[src/rtl/snn_pkg.sv]
// ============================================================================
// Module : snn_pkg
// Brief  : Shared SNN readout types: FSM state encoding, default sizing,
//          and a saturating-increment helper for spike counters.
// Rev    : 1.0  initial release
// ============================================================================
`default_nettype none

package snn_pkg;

    typedef enum logic [1:0] {
        ST_IDLE  = 2'd0,
        ST_ACCUM = 2'd1,
        ST_SCAN  = 2'd2,
        ST_HOLD  = 2'd3
    } state_t;

    localparam int NUM_CLASSES_DEF = 10;
    localparam int COUNT_W_DEF     = 6;
    localparam int DIGIT_W_DEF     = 4;
    localparam int SAT_W           = 16;

    // Holds at max_val instead of wrapping; callers zero-extend into SAT_W.
    function automatic logic [SAT_W-1:0] sat_inc(input logic [SAT_W-1:0] val,
                                                 input logic [SAT_W-1:0] max_val);
        return (val >= max_val) ? val : val + SAT_W'(1);
    endfunction

endpackage

`default_nettype wire

[src/rtl/spike_accum_bank.sv]
// ============================================================================
// Module : spike_accum_bank
// Brief  : NUM_CLASSES saturating spike counters with clear/enable and an
//          indexed combinational read port.
// Rev    : 1.0  initial release
// ============================================================================
`default_nettype none

module spike_accum_bank
    import snn_pkg::*;
#(
    parameter int NUM_CLASSES = NUM_CLASSES_DEF,
    parameter int COUNT_W     = COUNT_W_DEF,
    parameter int IDX_W       = DIGIT_W_DEF
) (
    input  logic                   clk_i,
    input  logic                   rst_i,
    input  logic                   clr_i,
    input  logic                   en_i,
    input  logic [NUM_CLASSES-1:0] spike_i,
    input  logic [IDX_W-1:0]       rd_idx_i,
    output logic [COUNT_W-1:0]     rd_cnt_o
);

    localparam logic [SAT_W-1:0] C_CNT_MAX = SAT_W'({COUNT_W{1'b1}});

    logic [NUM_CLASSES-1:0][COUNT_W-1:0] cnt_q;
    logic [NUM_CLASSES-1:0][COUNT_W-1:0] cnt_d;

    always_comb begin
        cnt_d = cnt_q;
        for (int k = 0; k < NUM_CLASSES; k++) begin
            if (clr_i) begin
                cnt_d[k] = '0;
            end else if (en_i && spike_i[k]) begin
                cnt_d[k] = COUNT_W'(sat_inc(SAT_W'(cnt_q[k]), C_CNT_MAX));
            end
        end
    end

    always_ff @(posedge clk_i) begin
        if (rst_i) begin
            cnt_q <= '0;
        end else begin
            cnt_q <= cnt_d;
        end
    end

    always_comb begin
        rd_cnt_o = '0;
        for (int k = 0; k < NUM_CLASSES; k++) begin
            if (rd_idx_i == IDX_W'(k)) begin
                rd_cnt_o = cnt_q[k];
            end
        end
    end

endmodule

`default_nettype wire

[src/rtl/spike_window_classifier.sv]
// ============================================================================
// Module : spike_window_classifier
// Brief  : Accumulates output-layer spikes over a fixed window, scans for the
//          winning class and presents it on a valid/ready handshake.
//          Optional CLASSIFIER_MARGIN_EN adds margin_o (best minus runner-up).
// Rev    : 1.0  initial release
// ============================================================================
`default_nettype none

module spike_window_classifier
    import snn_pkg::*;
#(
    parameter int NUM_CLASSES = NUM_CLASSES_DEF,
    parameter int COUNT_W     = COUNT_W_DEF,
    parameter int WINDOW_LEN  = 32,
    parameter int DIGIT_W     = DIGIT_W_DEF
) (
    input  logic                   clk_i,
    input  logic                   rst_i,
    input  logic                   start_i,
    input  logic [NUM_CLASSES-1:0] spike_i,
    input  logic                   ready_i,
    output logic                   valid_o,
    output logic [DIGIT_W-1:0]     digit_o,
    output logic [COUNT_W-1:0]     count_o,
    output logic                   busy_o
`ifdef CLASSIFIER_MARGIN_EN
    ,
    output logic [COUNT_W-1:0]     margin_o
`endif
);

    localparam int                 STEP_W    = $clog2(WINDOW_LEN + 1);
    localparam logic [STEP_W-1:0]  C_LAST_ST = STEP_W'(WINDOW_LEN - 1);
    localparam logic [DIGIT_W-1:0] C_LAST_IX = DIGIT_W'(NUM_CLASSES - 1);

    state_t               state_q, state_d;
    logic [STEP_W-1:0]    step_q, step_d;
    logic [DIGIT_W-1:0]   idx_q, idx_d;
    logic [DIGIT_W-1:0]   best_idx_q, best_idx_d;
    logic [COUNT_W-1:0]   best_cnt_q, best_cnt_d;
    logic                 valid_q, valid_d;
    logic [DIGIT_W-1:0]   digit_q, digit_d;
    logic [COUNT_W-1:0]   count_q, count_d;
    logic                 busy_q, busy_d;
    logic                 acc_clr, acc_en;
    logic [COUNT_W-1:0]   rd_cnt;
`ifdef CLASSIFIER_MARGIN_EN
    logic [COUNT_W-1:0]   second_q, second_d;
    logic [COUNT_W-1:0]   margin_q, margin_d;
`endif

    spike_accum_bank #(
        .NUM_CLASSES (NUM_CLASSES),
        .COUNT_W     (COUNT_W),
        .IDX_W       (DIGIT_W)
    ) u_bank (
        .clk_i    (clk_i),
        .rst_i    (rst_i),
        .clr_i    (acc_clr),
        .en_i     (acc_en),
        .spike_i  (spike_i),
        .rd_idx_i (idx_q),
        .rd_cnt_o (rd_cnt)
    );

    always_comb begin
        state_d    = state_q;
        step_d     = step_q;
        idx_d      = idx_q;
        best_idx_d = best_idx_q;
        best_cnt_d = best_cnt_q;
        valid_d    = valid_q;
        digit_d    = digit_q;
        count_d    = count_q;
        acc_clr    = 1'b0;
        acc_en     = 1'b0;
`ifdef CLASSIFIER_MARGIN_EN
        second_d   = second_q;
        margin_d   = margin_q;
`endif
        case (state_q)
            ST_IDLE: begin
                if (start_i) begin
                    acc_clr = 1'b1;
                    step_d  = '0;
                    state_d = ST_ACCUM;
                end
            end
            ST_ACCUM: begin
                acc_en = 1'b1;
                step_d = step_q + STEP_W'(1);
                if (step_q == C_LAST_ST) begin
                    state_d    = ST_SCAN;
                    idx_d      = '0;
                    best_idx_d = '0;
                    best_cnt_d = '0;
`ifdef CLASSIFIER_MARGIN_EN
                    second_d   = '0;
`endif
                end
            end
            ST_SCAN: begin
                // Strict compare so ties keep the lower class index.
                if (rd_cnt > best_cnt_q) begin
                    best_idx_d = idx_q;
                    best_cnt_d = rd_cnt;
`ifdef CLASSIFIER_MARGIN_EN
                    second_d   = best_cnt_q;
                end else if (rd_cnt > second_q) begin
                    second_d   = rd_cnt;
`endif
                end
                idx_d = idx_q + DIGIT_W'(1);
                if (idx_q == C_LAST_IX) begin
                    digit_d = best_idx_d;
                    count_d = best_cnt_d;
`ifdef CLASSIFIER_MARGIN_EN
                    margin_d = best_cnt_d - second_d;
`endif
                    valid_d = 1'b1;
                    state_d = ST_HOLD;
                end
            end
            ST_HOLD: begin
                if (ready_i) begin
                    valid_d = 1'b0;
                    state_d = ST_IDLE;
                end
            end
            default: state_d = ST_IDLE;
        endcase
        busy_d = (state_d == ST_ACCUM) || (state_d == ST_SCAN);
    end

    always_ff @(posedge clk_i) begin
        if (rst_i) begin
            state_q    <= ST_IDLE;
            step_q     <= '0;
            idx_q      <= '0;
            best_idx_q <= '0;
            best_cnt_q <= '0;
            valid_q    <= 1'b0;
            digit_q    <= '0;
            count_q    <= '0;
            busy_q     <= 1'b0;
`ifdef CLASSIFIER_MARGIN_EN
            second_q   <= '0;
            margin_q   <= '0;
`endif
        end else begin
            state_q    <= state_d;
            step_q     <= step_d;
            idx_q      <= idx_d;
            best_idx_q <= best_idx_d;
            best_cnt_q <= best_cnt_d;
            valid_q    <= valid_d;
            digit_q    <= digit_d;
            count_q    <= count_d;
            busy_q     <= busy_d;
`ifdef CLASSIFIER_MARGIN_EN
            second_q   <= second_d;
            margin_q   <= margin_d;
`endif
        end
    end

    assign valid_o = valid_q;
    assign digit_o = digit_q;
    assign count_o = count_q;
    assign busy_o  = busy_q;
`ifdef CLASSIFIER_MARGIN_EN
    assign margin_o = margin_q;
`endif

endmodule

`default_nettype wire

[config.mk]
export PLATFORM = sky130hd
export DESIGN_NAME = spike_window_classifier
export DESIGN_NICKNAME = d
export VERILOG_FILES = /design/src/rtl/snn_pkg.sv /design/src/rtl/spike_accum_bank.sv /design/src/rtl/spike_window_classifier.sv
export SDC_FILE = /design/constraint.sdc
export NUM_CORES = 1
export LEC_CHECK = 0
export CORE_MARGIN = 2
export CORE_UTILIZATION = 54
export CTS_CLUSTER_SIZE = 20
export DETAILED_ROUTE_END_ITERATION = 7
export GPL_ROUTABILITY_DRIVEN = 0
export PLACE_DENSITY = 0.76
export SETUP_SLACK_MARGIN = 0.5
export SLEW_MARGIN = 10
export SYNTH_ARGS = -nofsm -noshare
export SYNTH_HDL_FRONTEND = slang
export SYNTH_SLANG_ARGS = --single-unit
[constraint.sdc]
create_clock -name clk_i -period 3.3 [get_ports clk_i]
set_input_delay 0.66 -clock clk_i [delete_from_list [all_inputs] [get_ports clk_i]]
set_output_delay 0.66 -clock clk_i [all_outputs]
set_load 0.02 [all_outputs]
# Word level (Yosys, flattened, before mapping)
# Index checks and enable logic that the tools add are counted.
[classes] addsub=12 order_cmp=11 n_eq_ne=19 n_mux=30 bitwise=10 reduce_logical=31
[op_table] operator="2-to-1 mux 6 bit" count=13
[op_table] operator="adder 6 x 1 -> 6 bit, second input constant" count=11
[op_table] operator=">= comparator 6 bit, second input constant" count=10
[op_table] operator="AND reduction 2 bit" count=13
[op_table] operator="case mux 6 bit (2 select lines)" count=2
[op_table] operator="== test 4 x 3 -> 1 bit, second input constant" count=4
[op_table] operator="case mux 4 bit (2 select lines)" count=2
[op_table] operator="logical AND 1 bit" count=10
[op_table] operator="NOT 1 bit" count=10
[op_table] operator="== test 4 x 2 -> 1 bit, second input constant" count=2
[op_table] operator="== test 4 bit, second input constant" count=2
[op_table] operator="2-to-1 mux 2 bit" count=4
[op_table] operator="2-to-1 mux 4 bit" count=2
[op_table] operator="inequality test 2 bit, second input constant" count=4
[op_table] operator="case mux 2 bit (4 select lines)" count=1
[op_table] operator="== test 2 bit, second input constant" count=3
[op_table] operator="== test 6 x 5 -> 1 bit, second input constant" count=1
[op_table] operator="> comparator 6 bit" count=1
[op_table] operator="nonzero test 2 bit" count=3
[op_table] operator="2-to-1 mux 1 bit" count=5
[op_table] operator="adder 4 x 1 -> 4 bit, second input constant" count=1
[op_table] operator="== test 2 x 1 -> 1 bit, second input constant" count=2
[op_table] operator="== test 4 x 1 -> 1 bit, second input constant" count=1
[op_table] operator="logical NOT 4 bit" count=1
[op_table] operator="other kinds (5)" count=5
[word_totals] regBits=94 inputBits=14 output_inout_bits=12 word_cells=132

# Depth between registers and ports, before layout
# Gate-level depths: netlist (run 1).
[depth] ltp_word=14 depth_mapped=15 depth_no_buf=13

# Cells and area by module
# A second synthesis (run 1) with hierarchy kept.
[hier_totals] cells_unflattened=582 area_unflattened_um2=5161.2
[modules_own_cells] module="spike_accum_bank" instances=1 cells_per_inst=394 area_per_inst_um2=3435.8 seq_area_each_um2=1201.2
[modules_own_cells] module="spike_window_classifier" instances=1 cells_per_inst=188 area_per_inst_um2=1725.4 seq_area_each_um2=680.7

# Worst setup path before layout (run 1)
# No wires, ideal clock.
[synth_path] path_type="reg-to-reg" startpoint="register idx_q[0]" endpoint="register best_cnt_q[0]" setup_time_ns=0.062 arrival_ns=3.126 required_time_ns=3.238 slack_ns=0.112 path_stages_with_launch=15 path_buffers=3 period_less_slack_ns=3.188 cell_sequence="dfxtp_1 -> inv_1 -> ha_1 -> buf_2 -> buf_2 -> a21o_1 -> a32oi_1 -> o21ai_0 -> ha_1 -> and3_4 -> o21ai_2 -> a21bo_1 -> buf_6 -> a2111oi_4 -> a32o_1"
[synth_via] elab_chain_len=14 word_cells_on_any_way=23 classes_between="1 x order compare; 9 x eq/ne; 12 x mux; 1 x reduce/logical"
[synth_lines] item="start, declared" line="spike_window_classifier.sv:39" source="logic [DIGIT_W-1:0] idx_q, idx_d;"
[synth_lines] item="start signal, assigned" line="spike_window_classifier.sv:154" source="idx_q <= idx_d;"
[synth_lines] item="logical NOT 4 bit" line="spike_accum_bank.sv:52" source="if (rd_idx_i == IDX_W'(k)) begin"
[synth_lines] item="2-to-1 mux 6 bit (9 in a row)" line="spike_accum_bank.sv:52"
[synth_lines] item="2-to-1 mux 6 bit (*)" line="spike_accum_bank.sv:52"
[synth_lines] item="> comparator 6 bit" line="spike_window_classifier.sv:105" source="if (rd_cnt > best_cnt_q) begin"
[synth_lines] item="2-to-1 mux 6 bit (*)" line="spike_window_classifier.sv:105"
[synth_lines] item="case mux 6 bit (2 select lines) (*)" line="spike_window_classifier.sv:82" source="case (state_q)"
[synth_lines] item="end signal, assigned" line="spike_window_classifier.sv:156" source="best_cnt_q <= best_cnt_d;"
[synth_lines] item="end, declared" line="spike_window_classifier.sv:41" source="logic [COUNT_W-1:0] best_cnt_q, best_cnt_d;"
# Every way passes the cells marked *; elsewhere a longest branch is shown, timed or not.
# A chain may end at the register's enable or synchronous reset.

# Final worst setup path (run 1)
[layout_path] startpoint="register idx_q[1]" endpoint="register best_cnt_q[2]"
# Same word-level chain as after synthesis.

==> results.yml, run 1 <==
global_routing:
  overflow: 0
  grt_pass1_vias: 4419
  grt_first_pass_wirelength_um: 21200
  grt_use_total_pct: 25.8
  grt_max_degree: 49
  antenna_found_initial: 0
worst_setup_path:
  crit_arrival_ns: 3.32
  end_kind: "register"
  r2r_start: "idx_q[1]$_SDFFE_PP0P_"
  r2r_slack_ns: 0.28
  cp_top_family: "compound AO/OA/AOI/OAI gates"
  path_buf_inv: 3
  max_stage_delay_ns: 0.38
  reg2reg_to: "best_cnt_q[2]$_SDFFE_PP0P_"
  crit_chain: "inv_4, ha_4, buf_12, nor2b_4, a221oi_2, o32a_1, o21ai_2, ha_4, and3_4, nand4_1, a31o_2, nor3_4, buf_6, a22o_1"
  reg2reg_depth: 14
  crit_fanout: 5
  cp-start-kind: "register"
  slowest_stage: "o32a_1"
  crit_type: "reg2reg"
  worstPathRequired_ns: 3.61
  critPathMostFrequentCell: "ha_4"
route:
  firstDrtPassIters: 6
  wl_per_cell_um: 16.9
  drc_errors: 0
  drt-initial-drc-count: 249
  vias: 4680
  vias_per_cell: 6.13
  routed_wl_um: 12900
  ant_nets: 0
synth:
  ys_seq_area_share_pct: 36.9
  ys_warn_count: 0
  mappedNetlistArea_mm2: 0.00509
  async_flop_share_pct: 0
  ys_seq_elements: 94
  synth.area.top_cells: "dfxtp_1 37%, nor2_1 6.7%, xor2_1 5.5%, ha_1 5.2%, nand2_1 3.7%"
  synth_top_area_share_pct: 36.9
  netlist_instances: 605
  synth_common_cells: "94 x dfxtp_1, 91 x nor2_1, 50 x nand2_1, 32 x xor2_1"
  synth_most_common_cell: "dfxtp_1"
  syn_area_per_cell_um2: 8.42
  synth_edf_count: 0
  synth_fp_nets: 640
  yosysTopAreaCell: "dfxtp_1"
  synth.distinct_cells: 54
  synth_flop_cell: "dfxtp_1"
sta:
  fin_skew_ns: 0.0152
  post-route-period-util_pct: 91.4
  maxSlewHeadroom_pct: 56.1
  worst_pin_slew_ns: 0.657
  slew_viol_final: 0
  rsz0062_at_grt: "true"
  final-setup-viol-count: 0
  hold_viol: 0
  whs_ns: 0.504
  fin_crit_ns: 3.02
  fin_setup_tns_ns: 0
  fmax_mhz: 332
min_path:
  hold_path.class: "reg2reg"
  hold_depth: 2
  min_from: "digit_o[0]$_SDFFE_PP0P_"
  min_to: "digit_o[0]$_SDFFE_PP0P_"
finish:
  final_layout_size_suffix_gt1_share_pct: 15.0
  area_growth_pct: 21.3
  antenna_cells: 0
  final_nets: 683
power_and_ir_drop:
  powerDensity_mw_per_mm2: 347
  p_leak_uw: 0.00234
  peakVddDrop_v: 0.000227
clocking:
  clk_latency_ns: 0.37
  cts_root_buf: "clkbuf_8"
  cts_tree: "yes"
  clkTransAtPathRegs_ns: 0.10
  htree_levels: 3
  cts_hold_buffers: 0
  numClockSinks: 94
  cts_buffers: 9
  cts_max_path_buffers: 2
status:
  status: "completed"
floorplanning:
  die-area_mm2: 0.0102
  die_w_um: 101
  rows: 35
  start_util_pct: 55.4
  core-area_mm2: 0.00920
  die_h_um: 101
  ios: 26
run:
  drv_cap: 0
placed_design:
  io_buffer_count: 25
  hpwl_um: 8590
## per-stage QoR
stage | worst slack (ns) | util, % | std cells | power (uW) | area (um^2)
final | 0.285 | 67.2 | 764 | 2150 | 6180
after global routing | 0.165 | 67.2 | 764 | 2210 | 6180
after CTS | 0.306 | 66.5 | 762 | 2160 | 6110
after detailed placement | -0.0492 | 61.0 | 729 | 1300 | 5610
after global placement | 0.0889 | 61.0 | 729 | 1300 | 5610
after floorplan | 0.356 | - | 605 | 1250 | 5220
## logic make-up (layout without fill, tap and decap cells)
family,Yosys count,after routing,share of synthesized area (%)
xor gates and xnor gates,51,51,8.77
muxes,10,10,1.96
and+or+nand+nor,231,231,21.4
AOI/OAI and AO/OA,147,147,21.7
adders and majority gates,21,21,5.16
buffers and inverters,51,99,4.08
DFF,94,94,36.9
## repair_timing
item                                    CTS  global route
endpoints found under the setup margin   20            20
gates cloned                              2             0
buffers inserted                         15             2
pin swaps                                23            22
resized for setup                        34            22
## layer usage
layer	global-route usage, %	vias up	routed length (um)
met2	42.7	160	6180
met4	10.3	0	304
met1	34.3	2251	5820
met3	3.24	30	646
met5	0	-	0
li1	-	2239	-
## report_power, final
group	switching (uW)	total [uW]	leakage [uW]	internal [uW]
clock network	414	862	0.000106	449
logic	70.2	128	0.00148	58.1
registers	14.8	1160	0.000761	1140
total	499	2150	0.00234	1650
## sequential cells by signal, indices dropped and copies added, names as in the netlist
register	cells
u_bank.cnt_q	60
best_cnt_q	6
count_o	6
step_q	6
best_idx_q	4
digit_o	4
idx_q	4
state_q	2
busy_o	1
valid_o	1
## worst reg2reg max path: stages (launching register included)
cell and delay, ns:
dfxtp_4 0.37, inv_4 0.05, ha_4 0.18, buf_12 0.13
nor2b_4 0.15, a221oi_2 0.08, o32a_1 0.38, o21ai_2 0.21
ha_4 0.18, and3_4 0.21, nand4_1 0.19, a31o_2 0.32
nor3_4 0.22, buf_6 0.16, a22o_1 0.15
## cells in the final DEF, fill, tap and decap left out, types with 5 or more instances in the layout
cell type / synthesis / layout
o211a_1: 9 / 9
dfxtp_1: 94 / 90
o21ai_0: 18 / 5
o21ai_1: 0 / 9
a21o_1: 8 / 8
inv_1: 18 / 16
xor2_1: 32 / 32
nand3_1: 14 / 14
a311oi_1: 7 / 7
mux2i_1: 10 / 10
nand2b_1: 11 / 11
ha_4: 0 / 6
nand4_1: 11 / 11
a22o_1: 10 / 10
clkbuf_8: 0 / 10
xnor2_1: 19 / 19
o211ai_1: 20 / 20
nor2b_1: 26 / 22
buf_6: 1 / 9
ha_1: 21 / 15
a22oi_1: 8 / 8
clkdlybuf4s50_1: 0 / 25
nand2_1: 50 / 49
nor2_1: 91 / 90
a211oi_1: 6 / 5
and3_1: 10 / 10
a21oi_1: 20 / 19
buf_4: 1 / 28
## worst max-delay path by stage
stage | slack (ns) | from | cells past startpoint | end
floorplan | 0.36 | idx_q[0]$_SDFFE_PP0P_ | 12 | best_cnt_q[0]$_SDFFE_PP0P_
global placement | 0.09 | idx_q[1]$_SDFFE_PP0P_ | 12 | best_cnt_q[3]$_SDFFE_PP0P_
detailed placement | -0.05 | idx_q[1]$_SDFFE_PP0P_ | 12 | best_cnt_q[1]$_SDFFE_PP0P_
CTS | 0.31 | idx_q[1]$_SDFFE_PP0P_ | 12 | best_cnt_q[3]$_SDFFE_PP0P_
global route | 0.16 | idx_q[0]$_SDFFE_PP0P_ | 13 | best_idx_q[3]$_SDFFE_PP0P_
finish | 0.28 | idx_q[1]$_SDFFE_PP0P_ | 14 | best_cnt_q[2]$_SDFFE_PP0P_
## layout make-up
class	count	area, um^2
clock inverter	5	81.3
tap	111	139
timing repair buffer	65	607
clock buffer	11	141
inverter	18	72.6
multi-input combinational	460	3250
fill	736	3020
sequential	94	1890
No activity file was read; power rests on OpenSTA's default activity.
==> run 2: changes to the inputs <==
- GPL_TIMING_DRIVEN: default -> 0
==> run 2 against run 1 <==
Design area increased by 1.7%. Power is 1.7% lower. Global-route usage is 0.62 points higher. Cell count rose by 2.6%. First-iteration DRC count rose by 9.2%. Sequential power barely moved. Combinational power is 3% higher. Via count is 1.3% higher. Highest routed layer unchanged. Fmax fell by 3.8%. Sequential cell count is the same. Critical path depth up 1.
==> results.yml, run 2 (same netlist as run 1, synthesis figures left out) <==
status:
  status: "completed"
worst_setup_path:
  worstPathRequired_ns: 3.62
  cp-start-kind: "register"
  crit_chain: "buf_4, ha_4, buf_8, buf_6, a21o_1, a32oi_1, o21ai_2, ha_1, and3_4, o21ai_4, a21bo_1, buf_6, a2111oi_4, buf_4, a32o_1"
  end_kind: "register"
  r2r_slack_ns: 0.16
  slowest_stage: "dfxtp_4"
  cp_top_family: "compound AO/OA/AOI/OAI gates"
  crit_arrival_ns: 3.46
  crit_fanout: 10
  path_buf_inv: 5
  crit_type: "reg2reg"
  max_stage_delay_ns: 0.38
finish:
  final_nets: 703
  fillers: 708
  seq_area_mm2: 0.00189
  area_growth_pct: 23.4
  multiInputGateArea_mm2: 0.00327
  final_area_mm2: 0.00628
  antenna_cells: 0
  final_layout_size_suffix_gt1_share_pct: 16.2
  final_common_cell: "dfxtp_1"
  layout_common_cells: "92 x dfxtp_1, 90 x nor2_1, 49 x nand2_1"
  largest_register: "u_bank.cnt_q"
  largest_reg_flops: 60
global_routing:
  grt_use_total_pct: 26.4
  grt_first_pass_wirelength_um: 21600
  grt_max_degree: 17
  overflow: 0
  grt_pass1_vias: 4461
  antenna_found_initial: 0
route:
  drt-initial-drc-count: 272
  wl_per_cell_um: 16.7
  firstDrtPassIters: 5
  routed_wl_um: 13100
  ant_nets: 0
  vias_per_cell: 6.05
  vias: 4741
  drc_errors: 0
floorplanning:
  start_util_pct: 55.4
  core-area_mm2: 0.00920
  ios: 26
  die_h_um: 101
  die-area_mm2: 0.0102
  rows: 35
  die_w_um: 101
run:
  drv_cap: 0
clocking:
  cts_root_buf: "clkbuf_8"
  htree_levels: 3
  cts_hold_buffers: 0
  clk_latency_ns: 0.37
  cts_tree: "yes"
  numClockSinks: 94
  cts_buffers: 9
  cts_max_path_buffers: 2
  clkTransAtPathRegs_ns: 0.10
placed_design:
  hpwl_um: 9080
  dpl_cell_area_mm2: 0.00559
  io_buffer_count: 24
  place_ws_ns: -0.181
min_path:
  hold_path.class: "reg2reg"
power_and_ir_drop:
  p_leak_uw: 0.00239
  peakVddDrop_v: 0.000232
  powerDensity_mw_per_mm2: 336
sta:
  final-setup-viol-count: 0
  maxSlewHeadroom_pct: 29.3
  final.setup.worst_slack_ns: 0.165
  rsz0062_at_grt: "true"
  post-route-period-util_pct: 95.0
  hold_viol: 0
  fmax_mhz: 319
  fin_crit_ns: 3.14
  slew_viol_final: 0
  fin_skew_ns: 0.0178
  worst_pin_slew_ns: 1.05
## run 2: cell count changes in the layout (fill, tap and decap cells not counted), moves of 3 or more
| cell | before | now |
|---|---|---|
| o21ai_1 | 9 | 4 |
| clkbuf_1 | 1 | 14 |
| clkbuf_2 | 0 | 4 |
| buf_4 | 28 | 25 |
| a21oi_1 | 19 | 16 |
| buf_8 | 0 | 5 |
| a21oi_2 | 0 | 3 |
| o21ai_2 | 4 | 7 |
| inv_4 | 3 | 0 |
## run 2: report_power, final
part           switching [uW]  internal [uW]  leakage (uW)
sequential               12.6           1140      0.000760
combinational            75.7           56.3       0.00152
clock                     426            399      0.000107
total                     514           1600       0.00239
## run 2: layout make-up
cell class	count	area share, %
plain buffers	33	3.66
clock buffers	11	2.41
clock inverters	5	1.02
inverters	18	1.08
multi-input cells	460	52.0
flip-flops and latches	94	30.1
well taps	111	2.21
repair buffers	52	7.55
## run 2: final timing paths
path | startpoint | end | depth (start not counted)
max | idx_q[1]$_SDFFE_PP0P_ | best_cnt_q[0]$_SDFFE_PP0P_ | 15
min reg2reg | best_idx_q[2]$_SDFFE_PP0P_ | best_idx_q[2]$_SDFFE_PP0P_ | 1
max reg2reg | idx_q[1]$_SDFFE_PP0P_ | best_cnt_q[0]$_SDFFE_PP0P_ | 15
min | best_idx_q[2]$_SDFFE_PP0P_ | best_idx_q[2]$_SDFFE_PP0P_ | 1
## run 2: repair_timing
action,CTS,global route
setup buffers,23,5
setup endpoints to repair,20,20
resized for setup,36,40
pin swaps,34,28
## run 2: metrics by stage
| stage | hold WS (ns) | util, % | setup TNS [ns] | cells | power (uW) |
|---|---|---|---|---|---|
| after floorplan | 0.450 | - | 0 | 605 | 1250 |
| after global routing | 0.511 | 68.3 | 0 | 784 | 2180 |
| after CTS | 0.503 | 66.8 | 0 | 779 | 2120 |
| after global placement | 0.466 | 60.8 | -0.648 | 740 | 1300 |
| after detailed placement | 0.472 | 60.8 | -1.69 | 740 | 1300 |
| final | 0.500 | 68.3 | 0 | 784 | 2110 |
## run 2: layer usage
| metal | vias to the layer above | part of all wire [%] | GRT usage [%] |
|---|---|---|---|
| li1 | 2285 | - | - |
| met2 | 151 | 47 | 43.1 |
| met1 | 2290 | 45 | 35.2 |
| met4 | 0 | 1.7 | 8.52 |
| met5 | - | 0 | 0 |
| met3 | 15 | 5.9 | 5.24 |
==> run 3: changes to the inputs <==
--- a/config.mk
+++ b/config.mk
@@ -6,14 +6,14 @@
 export NUM_CORES = 1
 export LEC_CHECK = 0
-export CORE_MARGIN = 2
-export CORE_UTILIZATION = 54
+export CORE_UTILIZATION = 55
 export CTS_CLUSTER_SIZE = 20
 export DETAILED_ROUTE_END_ITERATION = 7
 export GPL_ROUTABILITY_DRIVEN = 0
 export GPL_TIMING_DRIVEN = 0
-export PLACE_DENSITY = 0.76
+export PLACE_DENSITY = 0.77
 export SETUP_SLACK_MARGIN = 0.5
 export SLEW_MARGIN = 10
 export SYNTH_ARGS = -nofsm -noshare
 export SYNTH_HDL_FRONTEND = slang
+export SYNTH_HIERARCHICAL = 1
 export SYNTH_SLANG_ARGS = --single-unit
==> constraint.sdc (replaced) <==
create_clock -name clk_i -period 3.3 [get_ports clk_i]
set_input_delay 0.33 -clock clk_i [delete_from_list [all_inputs] [get_ports clk_i]]
set_output_delay 0.33 -clock clk_i [all_outputs]
set_load 0.02 [all_outputs]
==> run 3 against run 2 <==
Fmax grew 6.0%. Sequential cell count is the same. Die area shrank 4.4%. Clock-buffer cell count shrank 1. Worst hold slack lost 0.027 ns. Combinational power grew 4%. Clock skew shrank 0.010 ns.
==> results.yml, run 3 <==
sta:
  post-route-period-util_pct: 89.6
  fmax_mhz: 338
  worst_pin_slew_ns: 0.649
  maxSlewHeadroom_pct: 56.7
  slew_viol_final: 0
  fin_setup_tns_ns: 0
  hold_viol: 0
  fin_skew_ns: 0.00746
  fin_crit_ns: 2.96
  final-setup-viol-count: 0
  rsz0062_at_grt: "true"
  whs_ns: 0.472
synth:
  ys_warn_count: 6
  ys_seq_area_share_pct: 36.5
  netlist_instances: 582
  async_flop_share_pct: 0
  syn_area_per_cell_um2: 8.87
  synth_top_area_share_pct: 36.5
  synth_fp_nets: 615
  synth_common_cells: "94 x dfxtp_1, 86 x nor2_1, 34 x xor2_1, 29 x mux2i_1, 22 x nand2_1"
  synth_edf_count: 0
  ys_seq_elements: 94
  synth.area.top_cells: "dfxtp_1 36%, nor2_1 6.3%, xor2_1 5.8%, mux2i_1 5.6%, ha_1 4.6%"
  mappedNetlistArea_mm2: 0.00516
  synth_most_common_cell: "dfxtp_1"
  yosysTopAreaCell: "dfxtp_1"
  synth_flop_cell: "dfxtp_1"
  synth.distinct_cells: 68
finish:
  finish.utilization_pct: 70.1
  largest_register: "u_bank/cnt_q"
  largest_reg_flops: 60
  final_layout_size_suffix_gt1_share_pct: 16.5
  final_nets: 674
  layout_common_cells: "90 x dfxtp_1, 85 x nor2_1, 34 x xor2_1"
  area_growth_pct: 20.8
  antenna_cells: 0
  final_common_cell: "dfxtp_1"
worst_setup_path:
  cp-start-kind: "register"
  crit_arrival_ns: 3.23
  r2r_start: "idx_q[2]$_SDFFE_PP0P_"
  reg2reg_depth: 12
  end_kind: "register"
  crit_fanout: 7
  setup.worst_path.start: "idx_q[2]$_SDFFE_PP0P_"
  crit_type: "reg2reg"
  worstPathRequired_ns: 3.57
placed_design:
  io_buffer_count: 25
  hpwl_um: 8530
power_and_ir_drop:
  clockPowerShare_pct: 36.3
  seq_power_share_pct: 56.9
  p_int_uw: 1540
  powerDensity_mw_per_mm2: 325
  power_switching_uw: 484
  peakVddDrop_v: 0.000209
  p_comb_share_pct: 6.8
  p_leak_uw: 0.00229
  switching_share_pct: 23.9
floorplanning:
  rows: 34
  die-area_mm2: 0.00978
  core-area_mm2: 0.00889
  die_w_um: 98.9
  die_h_um: 98.9
  ios: 26
  start_util_pct: 58.0
clocking:
  cts_buffers: 9
  cts_hold_buffers: 0
  clkTransAtPathRegs_ns: 0.09
  cts_tree: "yes"
  numClockSinks: 94
  cts_root_buf: "clkbuf_8"
  cts_max_path_buffers: 2
  htree_levels: 3
  clk_latency_ns: 0.35
route:
  drc_errors: 0
  wl_per_cell_um: 17.4
  vias: 4713
  ant_nets: 0
  drt-initial-drc-count: 290
  firstDrtPassIters: 6
  routed_wl_um: 13100
  vias_per_cell: 6.27
min_path:
  min_from: "best_idx_q[2]$_SDFFE_PP0P_"
  hold_depth: 2
  hold_path.class: "reg2reg"
global_routing:
  grt_pass1_vias: 4134
  grt_use_total_pct: 25.0
  grt_first_pass_wirelength_um: 19500
  grt_max_degree: 15
  antenna_found_initial: 0
  overflow: 0
run:
  drv_cap: 0
status:
  status: "completed"
==> run 3: cell types whose count changed in the layout (fill, tap and decap cells not counted), sizes merged, moves of 7 or more <==
cell    before  now
a22o        10    3
xnor2       19    1
buf         41   34
nor3         4   11
and4         1    8
nand2       50   22
o211a        9    0
mux2i       10   29
a211oi       6   15
o32ai        0   10
and2         1    8
nand3b       0    7
nor2b       26    8
==> run 3: cells by family after synthesis <==
logic type               Yosys count  synth area share (%)
XOR/XNOR                          35                  5.94
buffers and inverters             47                  4.99
AO/OA/AOI/OAI                    133                  19.1
flip-flops                        94                  36.5
multiplexers                      33                  6.72
adder cells (fa/ha/maj)           19                  4.61
AND/OR/NAND/NOR                  221                  22.2
==> run 3: metal layers <==
metal	wire length (um)	vias to the layer above	GRT usage [%]
li1	-	2241	-
met1	5910	2269	33.8
met2	6140	172	41.0
met3	707	31	4.89
met4	320	0	6.20
met5	0	-	0
==> run 3: power by group through the flow <==
stage | Clock, uW | Sequential (uW) | Combinational (uW)
floorplan | 0 | 1180 | 81.0
global placement | 0 | 1180 | 123
detailed placement | 0 | 1180 | 126
CTS | 739 | 1150 | 131
global route | 793 | 1150 | 148
finish | 735 | 1150 | 137
==> run 3: repair_timing <==
| action | in CTS | in global routing |
|---|---|---|
| setup endpoints to repair | 20 | 20 |
| pin swaps | 7 | 18 |
| buffers inserted | 5 | 13 |
| gates cloned | 1 | 4 |
| gates resized for setup | 41 | 30 |
==> run 3: cell type report <==
class | count | area (um^2)
tap | 108 | 135
buffer | 28 | 234
multi-input combinational | 441 | 3250
clock inverter | 4 | 50.0
timing repair buffer | 48 | 473
clock buffer | 10 | 128
inverter | 19 | 71.3
sequential | 94 | 1900
fill | 669 | 2660
==> run 3: final timing paths <==
path	endpoint	slack (ns)
worst min-delay path	digit_o[2]$_SDFFE_PP0P_	0.47
worst max register to register	best_cnt_q[0]$_SDFFE_PP0P_	0.34
worst min register to register	digit_o[2]$_SDFFE_PP0P_	0.47
worst max-delay path	best_cnt_q[0]$_SDFFE_PP0P_	0.34
==> run 3: worst max-delay path, stage by stage (launching register included) <==
cell      delay, ns
dfxtp_4        0.42
buf_8          0.15
buf_8          0.11
nand3b_1       0.16
o31ai_1        0.40
o31ai_2        0.14
ha_1           0.33
nand4_1        0.18
a21oi_2        0.24
o31ai_4        0.11
or2_1          0.28
buf_6          0.15
o32ai_2        0.19
==> run 3: stage by stage <==
| step | cell area [um^2] | power (uW) | worst slack, ns | cells |
|---|---|---|---|---|
| after global routing | 6230 | 2100 | 0.264 | 752 |
| after detailed placement | 5550 | 1310 | -0.0195 | 715 |
| after floorplan | 5160 | 1260 | 0.598 | 582 |
| final | 6230 | 2020 | 0.343 | 752 |
| after global placement | 5550 | 1300 | 0.0406 | 715 |
| after CTS | 5930 | 2020 | 0.487 | 735 |
